## src/rtl/cic_pkg.sv

```systemverilog
// Shared constants and width helper for the CIC decimator.
package cic_pkg;

    localparam int CIC_N  = 3;
    localparam int CIC_R  = 64;
    localparam int CIC_IW = 2;

    // Bit growth of an N-stage, M=1 CIC with ratio R: the full-scale DC gain R^N
    // must fit without overflow, so the register width is IW + N*ceil(log2(R)).
    function automatic int cic_out_width(input int iw, input int n, input int r);
        return iw + n * $clog2(r);
    endfunction

endpackage

```

## src/rtl/cic_decimator_channel.sv

```systemverilog
// One CIC channel: N integrators at the input rate, N combs (M=1) evaluated on strobe.
module cic_channel
    import cic_pkg::*;
#(
    parameter int N  = CIC_N,
    parameter int IW = CIC_IW,
    parameter int OW = cic_out_width(CIC_IW, CIC_N, CIC_R)
) (
    input  logic                 clk,
    input  logic                 reset,
    input  logic                 strobe,
    input  logic signed [IW-1:0] x,
    output logic signed [OW-1:0] y
);

    // All arithmetic is modulo 2^OW; wrap-around in the integrators is cancelled by the combs.
    logic [N-1:0][OW-1:0] integ;
    logic [N-1:0][OW-1:0] dly;
    logic [N-1:0][OW-1:0] comb_in;
    logic [OW-1:0]        comb_out;
    logic [OW-1:0]        x_ext;

    assign x_ext = {{(OW-IW){x[IW-1]}}, x};

    // Integrator cascade: each stage accumulates the registered value of the previous one.
    always_ff @(posedge clk or posedge reset) begin
        if (reset) begin
            integ <= '0;
        end else begin
            integ[0] <= integ[0] + x_ext;
            for (int k = 1; k < N; k++)
                integ[k] <= integ[k] + integ[k-1];
        end
    end

    // Comb chain is purely combinational from the last integrator; comb_in[k] is x_k of stage k.
    always_comb begin
        comb_out = integ[N-1];
        comb_in  = '0;
        for (int k = 0; k < N; k++) begin
            comb_in[k] = comb_out;
            comb_out   = comb_out - dly[k];
        end
    end

    // On the decimation strobe, latch comb delays and register the filter output.
    always_ff @(posedge clk or posedge reset) begin
        if (reset) begin
            dly <= '0;
            y   <= '0;
        end else if (strobe) begin
            dly <= comb_in;
            y   <= comb_out;
        end
    end

endmodule

```

## src/rtl/cic_decimator.sv

```systemverilog
// Dual-channel (I/Q) CIC decimator sharing one decimation counter and valid strobe.
module cic_decimator
    import cic_pkg::*;
#(
    parameter  int N  = CIC_N,
    parameter  int R  = CIC_R,
    parameter  int IW = CIC_IW,
    localparam int OW = cic_out_width(IW, N, R)
) (
    input  logic                 clk,
    input  logic                 reset,
    input  logic signed [IW-1:0] I,
    input  logic signed [IW-1:0] Q,
    output logic signed [OW-1:0] I_dec,
    output logic signed [OW-1:0] Q_dec,
    output logic                 dec_valid
);

    localparam int CW = (R > 1) ? $clog2(R) : 1;

    logic [CW-1:0] cnt;
    logic          strobe;

    assign strobe = (cnt == CW'(R - 1));

    // Decimation counter 0..R-1 and the one-cycle valid pulse aligned with the output update.
    always_ff @(posedge clk or posedge reset) begin
        if (reset) begin
            cnt       <= '0;
            dec_valid <= 1'b0;
        end else begin
            cnt       <= strobe ? '0 : cnt + 1'b1;
            dec_valid <= strobe;
        end
    end

    cic_channel #(.N(N), .IW(IW), .OW(OW)) u_ch_i (
        .clk    (clk),
        .reset  (reset),
        .strobe (strobe),
        .x      (I),
        .y      (I_dec)
    );

    cic_channel #(.N(N), .IW(IW), .OW(OW)) u_ch_q (
        .clk    (clk),
        .reset  (reset),
        .strobe (strobe),
        .x      (Q),
        .y      (Q_dec)
    );

endmodule

```

## config.mk

```make
export PLATFORM = sky130hd
export DESIGN_NAME = cic_decimator
export DESIGN_NICKNAME = d
export VERILOG_FILES = /design/src/rtl/cic_pkg.sv /design/src/rtl/cic_decimator_channel.sv /design/src/rtl/cic_decimator.sv
export SDC_FILE = /design/constraint.sdc
export NUM_CORES = 1
export LEC_CHECK = 0
export CAP_MARGIN = 20
export CORE_MARGIN = 1
export CORE_UTILIZATION = 55
export CTS_CLUSTER_SIZE = 40
export DETAILED_ROUTE_END_ITERATION = 8
export PLACE_DENSITY = 0.72
export SLEW_MARGIN = 20
export SYNTH_ARGS = -nofsm -noshare
export SYNTH_HDL_FRONTEND = slang
export SYNTH_SLANG_ARGS = --single-unit
```

## constraint.sdc

```tcl
create_clock -name clk -period 18.2 [get_ports clk]
set_input_delay 3.64 -clock clk [delete_from_list [all_inputs] [get_ports clk]]
set_output_delay 3.64 -clock clk [all_outputs]
set_load 0.01 [all_outputs]
```

After elaboration in Yosys (flattened, before gate mapping)
Index checks and enable logic that the tools add are counted.

Bits in registers: 287. Input port bits: 6. Logic and storage cells: 31. Output and inout port bits: 41.

Muxes and demuxes: 1. $add $sub $neg: 13. Eq/ne operators: 1.

Operators with widths (count): adder 20 bit (6); subtractor 20 bit (6); adder 6 x 1 -> 6 bit (second input constant) (1); == test 6 bit (second input constant) (1); 2-to-1 mux 6 bit (1).

Logic depth before layout (Yosys ltp)
Word-level depth: 3. Gate-level depth with buffers: 29. Depth with buffers taken out: 29.

Hierarchy
From an unflattened synthesis, not the netlist that was laid out.

Cells, all modules: 2071. Area total of the unflattened synthesis: 19527.5 µm².

By module, submodules not included: cic_channel (u_ch_i) (cells an instance 1038, area each 9681.8 µm², times used 1, seq. area each 3503.4 µm²); cic_channel (u_ch_q) (cells an instance 1010, area each 9561.7 µm², times used 1, seq. area each 3503.4 µm²); cic_decimator (cells an instance 23, area each 284.0 µm², times used 1, seq. area each 175.2 µm²).

Worst setup path after synthesis
Ideal clock, no wire load.

Path kind: reg2reg. Start point: register u_ch_q.integ (netlist bit u_ch_q.comb_in[0]). End point: register u_ch_q.y[19]. Cell stages (with the launch flop): 28. Arrival: 5830 ps. Period minus slack after synthesis: 5955 ps. Buffers on the path: 0. Required time: 18075 ps. Setup slack: 12245 ps. Library setup time: 125 ps. Cell sequence: dfrtp_1 inv_1 ha_1 inv_1 fa_1 a21o_1 a21o_1 a21oi_1 o21ai_1 a21oi_1 xnor2_1 ha_1 and3_1 a211oi_1 a21oi_1 a21o_1 a21oi_1 xnor2_1 ha_1 and3_2 a221oi_1 nor2b_1 a31o_1 or4_4 a31o_1 a21oi_2 xnor3_1 mux2_4.

RTL lines: start: declaration (RTL line cic_decimator_channel.sv:17) `logic [N-1:0][OW-1:0] integ;`; start signal: indexed assignment (RTL line cic_decimator_channel.sv:32) `integ[k] <= integ[k] + integ[k-1];`; end signal: assignment (RTL line cic_decimator_channel.sv:53) `y <= comb_out;`; end: declaration (RTL line cic_decimator_channel.sv:13) `output logic signed [OW-1:0] y`.

Worst setup path in the final report
Start point: input port I[1]. End point: register u_ch_i.integ[19] in the netlist's numbering.

Cells in the longest elaborated chain, start to end: 1.

RTL lines: start: declaration (RTL line cic_decimator.sv:12) `input logic signed [IW-1:0] I,`; adder 20 bit (RTL line cic_decimator_channel.sv:30) `integ[0] <= integ[0] + x_ext;`; end signal: indexed assignment (RTL line cic_decimator_channel.sv:32); end: declaration (RTL line cic_decimator_channel.sv:17).

Every way passes these cells. A chain may end at the register's enable or synchronous reset.

==> results.md <==
- Post-Route WL: between 30000 and 40000 microns
- Vias in the first global route: 13700
- Final Cycle Share: 36.8%
- Post-CTS Hold Fix Bufs: 0
- Core area: between 30000 and 40000 sq um
- Yosys synthesis warning count: 0
- RR Startpoint: u_ch_q.comb_in[0]
- Post-DP HPWL: 25600 microns
- Area share of the largest cell type after synthesis: 37.6%
- Die width: 188 microns
- Critical path depth: 12
- Ys async rst share: between 90% and 100%
- Fin. Hold Viols: 0
- Die H: 188 microns
- Avg Synthesized Cell Area: 9.13 sq um
- Crit-path slowest cell: clkdlybuf4s50_1
- Worst Path Buf+Inv: 1
- CP startpoint kind: primary input
- TNS Setup: 0 ns
- Slew @ Worst Pin: between 1 and 1.5 ns
- Mapped Nets: about 2300
- WP data arrival: 7.14 ns
- Routed via count: ~14000
- Clock root cell: clkbuf_16
- Share of layout cells above drive strength 1: 4.33%
- Count of cell types in the netlist: between 60 and 70
- Total of max-cap violations: 0
- Dominant cells by area after synthesis: dfrtp_1 (38%), ha_1 (15%), xnor2_1 (6.7%)
- Grt ovf: 0
- Hold Path Class: flop to flop
- Crit Path Max Fanout: 20
- TritonRoute pass-1 iters: 5
- Largest net degree at the start of global routing: 135
- Fmax: approximately 150 MHz
- CP Cell Sequence: clkdlybuf4s50_1, ha_1, a21o_1, a21oi_1, o21ai_1, a31o_1, a211o_1, o311ai_1, a31oi_1, a21o_1, a21oi_1, xnor2_1
- Crit Reg-Reg Endpoint: u_ch_q.y[19]
- Crit. End Element: flop
- N_diodes: 0
- Critical path class: primary input to flop
- GRT Total Usage: 20.4%
- CP peak stage delay: 1.03 ns
- Post-cts repair resize count: 0
- P&R area growth vs syn: 10.9%
- Status: finished clean
- Number of synthesized flops with an enable pin: 0
- Clk Latency, worst-skew pair: 0.52 ns
- Clock Tree Buf Depth: 3
- Max H-tree Level: 2
- Top Family by Delay on Critical Path: compound AO/OA/AOI/OAI gates
- WHS Endpoint: u_ch_q.y[11]
- Initial antenna violation count: 0
- Die area: around 35000 sq um
- Synthesis-stage register bit count: 287
- Register area share after synthesis: 37.6%
- Worst r2r path cells: 27
- Ys flop type: dfrtp_1
- Row count: 67
- Synth cell count leaders: dfrtp_1 (287), ha_1 (229), nand2_1 (214)
- Critical Path RT: 18.64 ns
- CTS tree: yes
- Buffers on Ports: 46
- Global-route wire length before repair: 62100 microns
- Fin crit period: 6.70 ns
- Most common cell in the netlist: dfrtp_1
- Initial drt markers: 659
- Mapped cell area: 19100 sq um
- Fin nets: approximately 2400
- Slew HR: 30.9%
- GP Congestion: 0.834
- Initial Util: 56.4%
- Clk slew on worst S/H paths: 0.06 ns
- Top Ports: 47
- Worst Hold Path Cells: 2
- Wire length per cell: ~13 microns
- Routed vias/inst: 5.40
- Worst Min Path Start: u_ch_q.y[11]
- RSZ-0062 raised after global routing: false
- Final Slew Violations: 0
- Clock Skew: 0.0182 ns
- Setup Fix Bufs, Post-CTS: 0
- Clock sink total: 287
- Post-synth top area cell: dfrtp_1
- Final setup violation count: 0
- Worst R2R Setup Slack: ~12 ns
- Remaining DRCs: 0
- Antenna Nets Post-Route: 0
- Synth Instances: 2094
- Total CTS buffers: 36
==> worst max-delay path by stage <==
stage | from | slack [ns] | end
2_1_floorplan | reset | 6.64 | cnt[0]
3_3_place_gp | I[1] | 11.07 | u_ch_i.integ[19]
3_5_place_dp | I[1] | 10.93 | u_ch_i.integ[19]
4_1_cts | I[1] | 11.49 | u_ch_i.integ[19]
5_1_grt | I[1] | 11.24 | u_ch_i.integ[19]
6_report | I[1] | 11.50 | u_ch_i.integ[19]
==> tightest hold or removal path, cell delays in order (launching register included) <==
cell and delay [ns]:
dfrtp_1 0.34, nand2_1 0.05, nand2_1 0.05
==> flip-flops by register name (all words and copies together) (netlist names) <==
| signal | count |
|---|---|
| u_ch_q.comb_in | 20 |
| dec_valid | 1 |
| u_ch_i.comb_in | 20 |
| u_ch_q.y | 20 |
| u_ch_q.dly | 60 |
| u_ch_i.integ | 40 |
| cnt | 6 |
| u_ch_i.y | 20 |
| u_ch_i.dly | 60 |
| u_ch_q.integ | 40 |
==> per-layer routing <==
layer	up-vias	routed length, microns	part of all wire [%]	global-route usage (%)
li1	7408	-	-	-
met1	6504	17900	51	28.8
met2	168	15300	44	33.2
met3	55	979	2.8	2.81
met4	0	602	1.7	5.02
met5	-	0	0	0
==> cells by family (layout without fill, tap and decap cells) <==
family	Yosys count	in the layout	synth area share, %
xor+xnor	196	196	9.21
mux	18	18	1.08
buf+inv	217	294	4.28
fa+ha+maj	241	241	16.2
flops	287	287	37.6
simple gates	545	545	13.1
compound gates	590	590	18.5
==> layout by cell type (no fill, tap or decap), types with 7 or more instances in the layout <==
master	count
a211oi_1	12
o211ai_1	8
nand2_1	214
o21bai_1	18
xor2_1	47
o31ai_1	16
fa_1	12
and2_1	8
a31oi_1	31
clkdlybuf4s50_1	46
ha_1	229
inv_1	180
mux2_2	17
o21a_1	33
or2_2	7
nor2b_1	37
dfrtp_1	287
nor3_1	57
or3_1	17
o21ai_0	151
nor2_1	111
o21ai_1	68
a21o_1	55
xnor2_1	146
nand2b_1	34
and3_1	16
clkbuf_16	37
clkinv_2	9
a21boi_1	11
clkbuf_1	7
a21oi_1	150
nand3_1	33
==> stage by stage <==
stage / worst slack (ns) / hold WS [ns] / instance area (sq um) / std cells / util (%)
4_1_cts: 11.49 / 0.477 / 21200 / 2619 / 62.6
2_1_floorplan: 6.64 / 0.448 / 19100 / 2094 / -
3_3_place_gp: 11.07 / 0.450 / 20100 / 2558 / 59.2
6_report: 11.50 / 0.473 / 21200 / 2619 / 62.6
3_5_place_dp: 10.93 / 0.465 / 20100 / 2558 / 59.2
5_1_grt: 11.24 / 0.498 / 21200 / 2619 / 62.6
==> layout make-up <==
type,instances,area [sq um]
tap,448,561
clock inverter,12,116
sequential,287,7180
inverter,183,701
multi-input combinational,1590,11100
timing repair buffer,50,494
clock buffer,49,1020
fill,2778,12700
Power is not shown: default switching activity piles up to over one toggle a cycle in this logic, so the estimate is an artifact.
